--- config.mk ---
export PLATFORM = sky130hd
export DESIGN_NAME = systolic_skew_feeder
export DESIGN_NICKNAME = d
export VERILOG_FILES = /design/src/rtl/systolic_pkg.sv /design/src/rtl/systolic_skew_feeder_buf.sv /design/src/rtl/systolic_skew_feeder.sv
export SDC_FILE = /design/constraint.sdc
export NUM_CORES = 1
export LEC_CHECK = 0
export CAP_MARGIN = 20
export CORE_ASPECT_RATIO = 0.6
export CORE_MARGIN = 5
export CORE_UTILIZATION = 27
export DETAILED_ROUTE_END_ITERATION = 10
export SYNTH_ARGS = -nofsm -noshare
export SYNTH_HDL_FRONTEND = slang
export SYNTH_SLANG_ARGS = --single-unit
--- constraint.sdc ---
create_clock -name clk -period 4.66 [get_ports clk]
set_clock_uncertainty 0.1 [all_clocks]
set_input_delay 0.932 -clock clk [delete_from_list [all_inputs] [get_ports clk]]
set_output_delay 0.932 -clock clk [all_outputs]
set_load 0.02 [all_outputs]
--- src/rtl/systolic_pkg.sv ---
// Shared definitions for the systolic array front end: operand defaults,
// feeder state encoding and a lane extraction helper.
package systolic_pkg;

    localparam int unsigned DATA_W_DEF = 8;
    localparam int unsigned ACC_W_DEF  = 24;
    localparam int unsigned MAX_LANES  = 16;
    localparam int unsigned LANE_VEC_W = MAX_LANES * DATA_W_DEF;

    typedef enum logic [1:0] {
        ST_IDLE   = 2'd0,
        ST_LOAD   = 2'd1,
        ST_STREAM = 2'd2,
        ST_DONE   = 2'd3
    } feeder_state_e;

    // Extract lane i from a flat lane vector (zero-extend narrower vectors first).
    function automatic logic [DATA_W_DEF-1:0] lane_slice(input logic [LANE_VEC_W-1:0] vec,
                                                         input int unsigned i);
        return vec[i*DATA_W_DEF +: DATA_W_DEF];
    endfunction

endpackage

--- src/rtl/systolic_skew_feeder_buf.sv ---
// skew_tile_buf: K_MAX-deep tile store, one full k-step written per beat,
// one independent combinational read port per lane.
module skew_tile_buf
    import systolic_pkg::*;
#(
    parameter int unsigned N      = 4,
    parameter int unsigned DATA_W = DATA_W_DEF,
    parameter int unsigned K_MAX  = 16
) (
    input  logic                          clk,
    input  logic                          wr_en,
    input  logic [$clog2(K_MAX)-1:0]      wr_addr,
    input  logic [N*DATA_W-1:0]           wr_data,
    input  logic [N*$clog2(K_MAX)-1:0]    rd_addr,
    output logic [N*DATA_W-1:0]           rd_data_c
);

    localparam int unsigned AW    = $clog2(K_MAX);
    localparam int unsigned VEC_W = N * DATA_W;

    logic [VEC_W-1:0] mem [K_MAX];

    // Plain register file: contents are only meaningful once a tile is loaded.
    always_ff @(posedge clk) begin
        if (wr_en) begin
            mem[wr_addr] <= wr_data;
        end
    end

    for (genvar i = 0; i < N; i++) begin : g_rd
        assign rd_data_c[i*DATA_W +: DATA_W] = mem[rd_addr[i*AW +: AW]][i*DATA_W +: DATA_W];
    end

endmodule

--- src/rtl/systolic_skew_feeder.sv ---
// Buffers one tile of row-operand k-steps, then replays it into the array's
// left edge with lane i delayed by i cycles (diagonal skew).
module systolic_skew_feeder
    import systolic_pkg::*;
#(
    parameter int unsigned N      = 4,
    parameter int unsigned DATA_W = DATA_W_DEF,
    parameter int unsigned K_MAX  = 16
) (
    input  logic                clk,
    input  logic                rst_n,
    input  logic                s_valid,
    output logic                s_ready,
    input  logic [N*DATA_W-1:0] s_data,
    input  logic                s_last,
    output logic [N-1:0]        pe_valid,
    output logic [N*DATA_W-1:0] pe_data,
    output logic                busy,
    output logic                done,
    output logic                overflow
);

    localparam int unsigned AW    = $clog2(K_MAX);
    localparam int unsigned PTR_W = $clog2(K_MAX) + 1;
    localparam int unsigned T_W   = $clog2(K_MAX + N) + 1;
    localparam int unsigned VEC_W = N * DATA_W;

    feeder_state_e    state, state_d;
    logic [PTR_W-1:0] wr_ptr, wr_ptr_d;
    logic [PTR_W-1:0] k_len, k_len_d;
    logic [T_W-1:0]   t, t_d;
    logic [T_W-1:0]   t_last_c;
    logic [N-1:0]     pe_valid_d;
    logic [VEC_W-1:0] pe_data_d;
    logic             done_d;
    logic             overflow_d;

    logic             xfer_c;
    logic [AW-1:0]    wr_addr_c;
    logic [N*AW-1:0]  rd_addr_c;
    logic [VEC_W-1:0] rd_data_c;

    assign s_ready   = (state == ST_IDLE) || (state == ST_LOAD);
    assign busy      = (state != ST_IDLE);
    assign xfer_c    = s_valid && s_ready;
    assign wr_addr_c = (state == ST_IDLE) ? '0 : wr_ptr[AW-1:0];
    assign t_last_c  = T_W'(k_len) + T_W'(N) - T_W'(2);

    // Lane i reads k-step t-i; out-of-range addresses are masked below.
    always_comb begin
        rd_addr_c = '0;
        for (int unsigned i = 0; i < N; i++) begin
            rd_addr_c[i*AW +: AW] = AW'(t - T_W'(i));
        end
    end

    skew_tile_buf #(
        .N      (N),
        .DATA_W (DATA_W),
        .K_MAX  (K_MAX)
    ) u_buf (
        .clk       (clk),
        .wr_en     (xfer_c),
        .wr_addr   (wr_addr_c),
        .wr_data   (s_data),
        .rd_addr   (rd_addr_c),
        .rd_data_c (rd_data_c)
    );

    // Next-state and next-output logic.
    always_comb begin
        state_d    = state;
        wr_ptr_d   = wr_ptr;
        k_len_d    = k_len;
        t_d        = t;
        pe_valid_d = '0;
        pe_data_d  = '0;
        done_d     = 1'b0;
        overflow_d = 1'b0;

        case (state)
            ST_IDLE: begin
                if (xfer_c) begin
                    wr_ptr_d = PTR_W'(1);
                    if (s_last) begin
                        k_len_d = PTR_W'(1);
                        t_d     = '0;
                        state_d = ST_STREAM;
                    end else begin
                        state_d = ST_LOAD;
                    end
                end
            end
            ST_LOAD: begin
                if (xfer_c) begin
                    wr_ptr_d = wr_ptr + PTR_W'(1);
                    if (s_last) begin
                        k_len_d = wr_ptr + PTR_W'(1);
                        t_d     = '0;
                        state_d = ST_STREAM;
                    end else if (wr_ptr == PTR_W'(K_MAX - 1)) begin
                        // Tile full without s_last: truncate, later beats start a new tile.
                        k_len_d    = PTR_W'(K_MAX);
                        overflow_d = 1'b1;
                        t_d        = '0;
                        state_d    = ST_STREAM;
                    end
                end
            end
            ST_STREAM: begin
                t_d = t + T_W'(1);
                for (int unsigned i = 0; i < N; i++) begin
                    if ((t >= T_W'(i)) && ((t - T_W'(i)) < T_W'(k_len))) begin
                        pe_valid_d[i]                 = 1'b1;
                        pe_data_d[i*DATA_W +: DATA_W] = rd_data_c[i*DATA_W +: DATA_W];
                    end
                end
                if (t == t_last_c) begin
                    state_d = ST_DONE;
                end
            end
            ST_DONE: begin
                done_d   = 1'b1;
                wr_ptr_d = '0;
                t_d      = '0;
                state_d  = ST_IDLE;
            end
            default: begin
                state_d = ST_IDLE;
            end
        endcase
    end

    // State and output registers.
    always_ff @(posedge clk or negedge rst_n) begin
        if (!rst_n) begin
            state    <= ST_IDLE;
            wr_ptr   <= '0;
            k_len    <= '0;
            t        <= '0;
            pe_valid <= '0;
            pe_data  <= '0;
            done     <= 1'b0;
            overflow <= 1'b0;
        end else begin
            state    <= state_d;
            wr_ptr   <= wr_ptr_d;
            k_len    <= k_len_d;
            t        <= t_d;
            pe_valid <= pe_valid_d;
            pe_data  <= pe_data_d;
            done     <= done_d;
            overflow <= overflow_d;
        end
    end

endmodule
==> Word-level counts from Yosys, hierarchy flattened <==
Memories as Yosys holds them, arrays and structs flattened.
Cells that the tools add are included.
{ "classes": {"addsub": 7, "magnitude_cmp": 8, "n_eq_ne": 10, "muxes": 40, "n_reduce_logical": 14} }
{ "op_table": {"columns": ["cell", "count"], "rows": [
  ["$mux W5", 7],
  ["$mux W32", 1],
  ["$mux W8", 4],
  ["$mux W6", 5],
  ["$lt A6 B5 Y1", 4],
  ["$pmux W6 S4", 1],
  ["$sub A6 B2 Y6 const B", 3],
  ["$pmux W5 S3", 1],
  ["$ge A6 B1 Y1 const B", 2],
  ["$ge A6 B2 Y1 const B", 2],
  ["$mux W2", 6],
  ["$mux W1", 11],
  ["$pmux W5 S2", 1],
  ["$mux W4", 2],
  ["$pmux W2 S4", 1],
  ["$reduce_and A4 Y1", 2],
  ["$add A5 B3 Y6 const B", 1],
  ["$add A6 B1 Y6 const B", 1],
  ["$eq A6 B6 Y1", 1],
  ["$sub A6 B1 Y6 const B", 1],
  ["$add A5 B1 Y5 const B", 1],
  ["$eq A5 B4 Y1 const B", 1],
  ["$logic_and A1 B1 Y1", 5],
  ["$reduce_and A5 Y1", 1],
  ["other kinds (10)", 14]
]} }
{ "totals": {"regBits": 56, "mem_bits_rw": 512, "in_bits": 36, "out_inout_bits": 40, "wordCells": 88, "memories": 1} }
{ "memory_table": {"columns": ["name", "depth", "width", "rd", "rd_ports_with_merged_regs", "write_ports", "line_no", "rtl"], "rows": [
  ["u_buf.mem", 16, 32, 4, 0, 1, "systolic_skew_feeder_buf.sv:21", "logic [VEC_W-1:0] mem [K_MAX];"]
]} }

==> Logic depth before layout (Yosys ltp) <==
Gate-level depths: netlist of the first run.
{ "depth": {"word_depth": 5, "ltp_mapped": 17} }

==> Hierarchy <==
From an unflattened synthesis of the first run, not the netlist that was laid out.
{ "hier_totals": {"hier_cells": 1093, "area_unflattened_um2": 22656.7} }
{ "by_module_without_submodules": {"columns": ["module", "n_inst", "cells_each", "area_each_um2"], "rows": [
  ["skew_tile_buf", 1, 815, 19616.3],
  ["systolic_skew_feeder", 1, 278, 3040.4]
]} }

==> Least setup slack after synthesis of the first run <==
OpenSTA, ideal clock, no wires.
{ "synth_timing": {"kind": "register to register", "startpoint": "register t[1]", "endpoint": "register pe_data[11]", "setup_ns": 0.082, "t_arrival_ns": 4.132, "slack_ns": 0.345, "stages_incl_launch_ff": 18, "n_path_buf": 7, "synth_period_minus_slack_ns": 4.315, "path_cell_list": "dfrtp_1 -> buf_2 -> buf_2 -> buf_2 -> clkbuf_1 -> buf_2 -> inv_1 -> ha_1 -> a21bo_2 -> xor2_2 -> buf_2 -> inv_1 -> ha_1 -> a21oi_1 -> o22ai_1 -> or4_1 -> buf_2 -> o22ai_1"} }
{ "synth_between": {"elab_chain_cells": 5, "elab_cells_between_ends": 7} }
{ "synth_lines": {"columns": ["element", "line_no", "rtl"], "rows": [
  ["start, declared", "systolic_skew_feeder.sv:31", "logic [T_W-1:0] t, t_d;"],
  ["start signal, assigned", "systolic_skew_feeder.sv:149", "t <= t_d;"],
  ["$sub A6 B1 Y6", "systolic_skew_feeder.sv:113", "if ((t >= T_W'(i)) && ((t - T_W'(i)) < T_W'(k_len))) begin"],
  ["$lt A6 B5 Y1", "systolic_skew_feeder.sv:113", null],
  ["$logic_and A1 B1 Y1", "systolic_skew_feeder.sv:113", null],
  ["$mux W8 (*)", "systolic_skew_feeder.sv:113", null],
  ["$mux W32 (*)", "systolic_skew_feeder.sv:81", "case (state)"],
  ["via pe_data_d[11]", "systolic_skew_feeder.sv:34", "logic [VEC_W-1:0] pe_data_d;"],
  ["end signal, assigned", "systolic_skew_feeder.sv:151", "pe_data <= pe_data_d;"],
  ["end, declared", "systolic_skew_feeder.sv:17", "output logic [N*DATA_W-1:0] pe_data,"]
]} }
Mark *: on every way through the listed nets, which the timed path passes. The rest lies on a longest branch.
A chain may end at the register's enable or synchronous reset.

==> Final worst setup path of the first run <==
{ "layout_timing": {"startpoint": "register state[1]", "endpoint": "output port s_ready"} }
{ "layout_between": {"elab_chain_cells": 2, "elab_cells_between_ends": 3} }
{ "layout_lines": {"columns": ["element", "line_no", "rtl"], "rows": [
  ["start, declared", "systolic_skew_feeder.sv:28", "feeder_state_e state, state_d;"],
  ["start signal, assigned", "systolic_skew_feeder.sv:146", "state <= state_d;"],
  ["$eq A2 B1 Y1 / $logic_not A2 Y1 (equally long branches)", "systolic_skew_feeder.sv:43", "assign s_ready = (state == ST_IDLE) || (state == ST_LOAD);"],
  ["$logic_or A1 B1 Y1 (*)", "systolic_skew_feeder.sv:43", null],
  ["end, declared", "systolic_skew_feeder.sv:13", "output logic s_ready,"]
]} }
Mark *: on every way between the ends. The rest lies on a longest branch, timed or not.

==> results of run 1 <==
==> final timing paths <==
kind	from	to	slack, ns	cells past startpoint
max	state[1]	s_ready	0.94	5
min	rst_n	pe_data[27]	0.36	1
max reg2reg	t[1]	pe_data[9]	1.16	11
min reg2reg	wr_ptr[4]	wr_ptr[4]	0.40	2
max in group asynchronous	rst_n	t[0]	3.44	1
min in group clk	wr_ptr[4]	wr_ptr[4]	0.40	2
==> cells in the mapped netlist, types with 13 or more instances <==
master,count
o21ai_0,14
buf_2,18
clkbuf_1,17
mux4_2,132
nand2_1,27
ha_1,33
edfxtp_1,512
dfrtp_1,56
nor2_1,22
mux2i_1,37
nor2b_1,13
inv_1,23
a211oi_1,32
==> logic make-up after synthesis <==
group	Yosys count	share of synthesized area, %
XOR/XNOR	14	0.581
multiplexers	175	15.5
AND/OR/NAND/NOR	112	2.59
adder cells (fa/ha/maj)	33	1.84
buffers and inverters	79	1.76
AO/OA/AOI/OAI	90	2.75
flip-flops	568	75.0
==> through the flow <==
stage	power (mW)	area, um2
6_report	13.8	26300
5_1_grt	14.5	26300
4_1_cts	13.9	26300
3_5_place_dp	9.74	24600
3_3_place_gp	9.70	24600
2_1_floorplan	8.61	22400
==> area by class of cell <==
class | count | area share (%)
sequential | 568 | 63.8
multi-input combinational | 424 | 20.3
tap | 1079 | 5.13
clock buffer | 59 | 4.96
timing repair buffer | 105 | 4.08
clock inverter | 35 | 1.41
inverter | 25 | 0.356
antenna | 2 | 0.0190
==> power by group through the flow <==
stage	clock [mW]	sequential, mW	combinational [mW]
after floorplan	0	6.02	2.59
after global placement	0	6.02	3.68
after detailed placement	0	6.03	3.71
after CTS	4.31	5.92	3.72
after global routing	4.52	5.94	3.99
final	4.21	5.92	3.68
==> metal layers <==
metal,up-vias,part of all wire [%]
met3,53,6.8
met5,-,0.017
li1,4596,-
met2,301,43
met4,2,1.2
met1,5748,49
==> sequential cells by signal, summed over array words and instances (netlist names), 2 cells and up <==
| signal | flops |
|---|---|
| wr_ptr | 5 |
| pe_valid | 4 |
| pe_data | 32 |
| k_len | 5 |
| state | 2 |
| t | 6 |
| u_buf.mem | 512 |
==> worst max-delay path, delay by kind of cell, from the launching register on <==
family        cells  cell delay (ns)
flops             1             0.43
buf+inv           3             1.09
simple gates      1             0.22
fa+ha+maj         1             0.37
==> results_dict.tcl, run 1 <==
set metrics [dict create \
    cts_resized 0 \
    htreeDepth 2 \
    drv_cap 0 \
    grt_pass1_vias 10848 \
    clkLatencyLatePin_ns 0.60 \
    hpwl_um 30800 \
    syn_area_um2 22400 \
    drt-vias-per-instance 4.66 \
    combPwrFrac_pct 26.7 \
    area.growth.synth_to_final_pct 17.6 \
    clock_sinks 568 \
    fmaxAchievable_ghz 0.269 \
    drt_wl_total_um 51700 \
    layout-drive-gt1-share_pct 21.9 \
    synthesis.instances 1071 \
    cts_tree "built" \
    final_util_pct 32.2 \
    finalNonFillerCells 2297 \
    clock_power_share_pct 30.5 \
    drc 0 \
    synth_top_area_share_pct 68.7 \
    synth_top_area_cell "edfxtp_1" \
    yosysWarningCount 0 \
    final_cell_mix "edfxtp_1 (512), mux4_2 (132), clkdlybuf4s50_1 (74)" \
    rsz0062_at_grt "false" \
    multi_input_area_um2 5340 \
    cts_hold_buf 0 \
    syn-num-nets 1140 \
    clockBufferDepth 3 \
    holdWs_ns 0.363 \
    setup_violations 0 \
    criticalPathCategory "reg2out" \
    final_common_cell "edfxtp_1" \
    avgSynthCellArea_um2 20.9 \
    cts_buffers 50 \
    core_area_um2 81800 \
    cts_setup_buffers 0 \
    cp.arrival_ns 2.69 \
    p_per_area_nw_per_um2 524 \
    endpoint_kind "output pin" \
    leakagePower_nw 8.34 \
    grtUsageMet1_pct 17.6 \
    placed_cells 2200 \
    p_int_mw 9.78 \
    grt_max_degree 114 \
    dieArea_um2 88900 \
    power_frac_seq_pct 42.9 \
    grt_usage_pct 11.5 \
    grt_pass1_wl_um 76100 \
    detail-route-antenna-nets 0 \
    crit_chain "inv_1, ha_1, clkinv_1, nand2_1, clkdlybuf4s50_1" \
    initial_utilization_pct 27.4 \
    overflow 0 \
    yosys-top-cells-area "edfxtp_1 (69%), mux4_2 (13%), dfrtp_1 (6.3%), ha_1 (1.8%), mux2i_1 (1.7%)" \
    slew_headroom_pct 29.2 \
    drt_iter0_drc 1155 \
    dieWidth_um 382 \
    setup.worst_path.start_class "register" \
    report.final.slew_viol_count 0 \
    routedWlPerCell_um 22.5 \
    status "complete, no violations" \
    min_path_type "in2async" \
    vias 10700 \
    ys_seq_area_share_pct 75.0 \
    antenna_found_initial 4 \
    tightest_slew_ns 1.06 \
    ys_types 53 \
    tns_ns 0 \
    critPathMaxFanout 7 \
    io_buffer_count 75 \
    setup_ws_ns 0.942 \
    row_count 81 \
    register_area_um2 16800 \
    root_buffer "clkbuf_16" \
    synth-seq-cells 568 \
    nets 1243 \
    slowest_delay_ns 0.62 \
    ys_async_sr_fraction_pct 9.86 \
    drt-pass1-iter-count 7 \
    period_share_pct 79.8 \
    required_ns 3.63 \
    place_congestion 0.762 \
    critPathSlowestCell "clkdlybuf4s50_1" \
    synth_edf_count 512 \
    switching_share_pct 29.1 \
    peakVddDrop_uv 378 \
    global_route.usage.met2_pct 16.8 \
    busiest_layer "met1" \
    fin_crit_ns 3.72 \
    path_clk_slew_ns 0.07 \
    hold_viol 0 \
    die_h_um 233 \
    dp_slack_ns 0.868 \
    io_pins 76 \
    nFillCells 7679 \
    synth-main-ff-cell "edfxtp_1" \
    power.switching_mw 4.02 \
    grt.met3_usage_pct 2.80 \
]
Power figures use the tool's default switching activity.
==> run 2: changes to the inputs <==
==> constraint.sdc (replaced) <==
create_clock -name clk -period 3.2 [get_ports clk]
set_clock_uncertainty 0.1 [all_clocks]
set_input_delay 0.64 -clock clk [delete_from_list [all_inputs] [get_ports clk]]
set_output_delay 0.64 -clock clk [all_outputs]
set_load 0.02 [all_outputs]
==> run 2 against run 1 <==
Against the previous run: via count is 1.4% higher; combinational power increased by 49%; sequential power up 45%; clock power grew 51%; worst setup slack got worse by 0.66 ns; flip-flop and latch count did not move; die area stayed put; total power up 48%; first-iteration DRC count fell by 12%; largest power group unchanged.
==> results_dict.tcl, run 2 (same netlist as run 1, synthesis figures left out) <==
set metrics [dict create \
    core_area_um2 81800 \
    clkLatencyLatePin_ns 0.60 \
    path_buf_inv 3 \
    status "complete, no violations" \
    drt_wl_total_um 53300 \
    hold_viol 0 \
    drc 0 \
    criticalPathCategory "reg2out" \
    report.final.slew_viol_count 0 \
    endpoint_kind "output pin" \
    path_clk_slew_ns 0.06 \
    final_cell_mix "edfxtp_1 (512), mux4_2 (132), clkdlybuf4s50_1 (73)" \
    holdWs_ns 0.389 \
    critPathTopFamily "buffers and inverters" \
    largest_reg_flops 512 \
    cp.arrival_ns 2.18 \
    hpwl_um 31700 \
    critPathMaxFanout 7 \
    rsz0062_at_grt "false" \
    min_path_type "reg2reg" \
    dp_slack_ns 0.302 \
    finalNonFillerCells 2327 \
    grt_max_degree 41 \
    cts_tree "built" \
    reg2regPathDepth 10 \
    routedWlPerCell_um 22.9 \
    fmaxAchievable_ghz 0.343 \
    overflow 0 \
    clockBufferDepth 3 \
    drt-pass1-iter-count 5 \
    drt-vias-per-instance 4.66 \
    cts_buffers 52 \
    antenna_found_initial 4 \
    initial_utilization_pct 27.4 \
    fin_total_pwr_mw 20.4 \
    nets 1272 \
    min_path_cells 2 \
    dieArea_um2 88900 \
    htreeDepth 2 \
    r2r-end "pe_data[14]" \
    place_congestion 0.766 \
    period_share_pct 91.2 \
    dieWidth_um 382 \
    reg_top3 "u_buf.mem: 512 flops, pe_data: 32 flops, t: 6 flops" \
    grt_pass1_wl_um 78200 \
    leakagePower_nw 8.56 \
    critPathSlowestCell "clkdlybuf4s50_1" \
    setup_violations 0 \
    area.growth.synth_to_final_pct 19.8 \
    io_buffer_count 75 \
    required_ns 2.46 \
    root_buffer "clkbuf_16" \
    slew_headroom_pct 47.0 \
    min_from "wr_ptr[4]" \
    final_common_cell "edfxtp_1" \
    clock_sinks 568 \
    setup.worst_path.start_class "register" \
    p_per_area_nw_per_um2 762 \
    detail-route-antenna-nets 0 \
    grt_usage_pct 11.8 \
    fin_crit_ns 2.92 \
    timing.rr.start "t[2]" \
    drt_iter0_drc 1021 \
    die_h_um 233 \
    setup_ws_ns 0.280 \
    tightest_slew_ns 0.792 \
    slowest_delay_ns 0.60 \
    vias 10853 \
    grt_pass1_vias 11171 \
    io_pins 76 \
    layout-drive-gt1-share_pct 24.3 \
    placed_cells 2227 \
    min_to "wr_ptr[4]" \
    largest-register "u_buf.mem" \
    row_count 81 \
    r2r_slack_ns 0.32 \
    peakVddDrop_uv 400 \
    crit_chain "inv_1, ha_2, clkinv_2, clkdlybuf4s50_1" \
    drv_cap 0 \
    tns_ns 0 \
]
run 2: changes by cell type in the layout (fill, tap and decap cells not counted), moves of 2 or more:
cell	before	now
buf_12	8	20
ha_2	1	3
clkinv_16	2	0
inv_6	3	1
clkbuf_1	8	11
clkinv_1	11	9
buf_4	23	37
bufinv_16	5	7
ha_4	0	3
ha_1	32	27
inv_1	23	21
clkbuf_8	0	2
run 2: timing repair:
item                                    CTS  global route
endpoints found under the setup margin    1             1
hold buffers                              1             0
gates resized for setup                   2             2
setup buffers                             0             0
hold endpoints to repair                 32             0
gates cloned                              0             0
run 2: worst reg2reg max path, cell delays in order (launching register included):
cell and delay, ns:
dfrtp_1 0.38, inv_1 0.20, ha_4 0.20, a21bo_4 0.25, xor2_4 0.17, inv_4 0.05, ha_4 0.24, a21oi_2 0.12
o22ai_1 0.11, or4b_1 0.76, o22ai_1 0.24
run 2: layout make-up:
cell class	instances	area, um2
clock inverters	33	377
clock buffers	65	1370
well taps	1079	1350
fillers	7656	55000
inverters	25	105
flip-flops and latches	568	16800
multi-input cells	424	5400
repair buffers	132	1430
diodes	1	2.50
run 2: power breakdown:
part | switching, mW | internal (mW) | total, mW | leakage [nW]
Clock | 2.73 | 3.63 | 6.36 | 0.843
Sequential | 0.179 | 8.42 | 8.60 | 5.37
Combinational | 2.92 | 2.56 | 5.48 | 2.35
Total | 5.83 | 14.6 | 20.4 | 8.56
run 2: worst max path at each step:
stage / from / to / cells after the start
5_1_grt: t[0] / pe_data[15] / 5
4_1_cts: state[1] / s_ready / 5
2_1_floorplan: t[1] / pe_data[14] / 17
3_3_place_gp: t[2] / pe_data[14] / 10
6_report: state[1] / busy / 4
3_5_place_dp: t[0] / pe_data[15] / 5
run 2: layer usage:
metal / vias to the layer above / routed length (um) / GRT usage (%)
met5: - / 36 / 0
met4: 6 / 693 / 1.99
met3: 64 / 3630 / 2.99
met2: 303 / 23000 / 17.1
met1: 5825 / 26000 / 18.1
li1: 4655 / - / -
run 2: stage by stage:
stage	utilization, %	area, um2
after floorplan	-	22500
after global placement	30.6	25100
after detailed placement	30.6	25100
after CTS	32.8	26800
after global routing	32.8	26800
final	32.8	26800
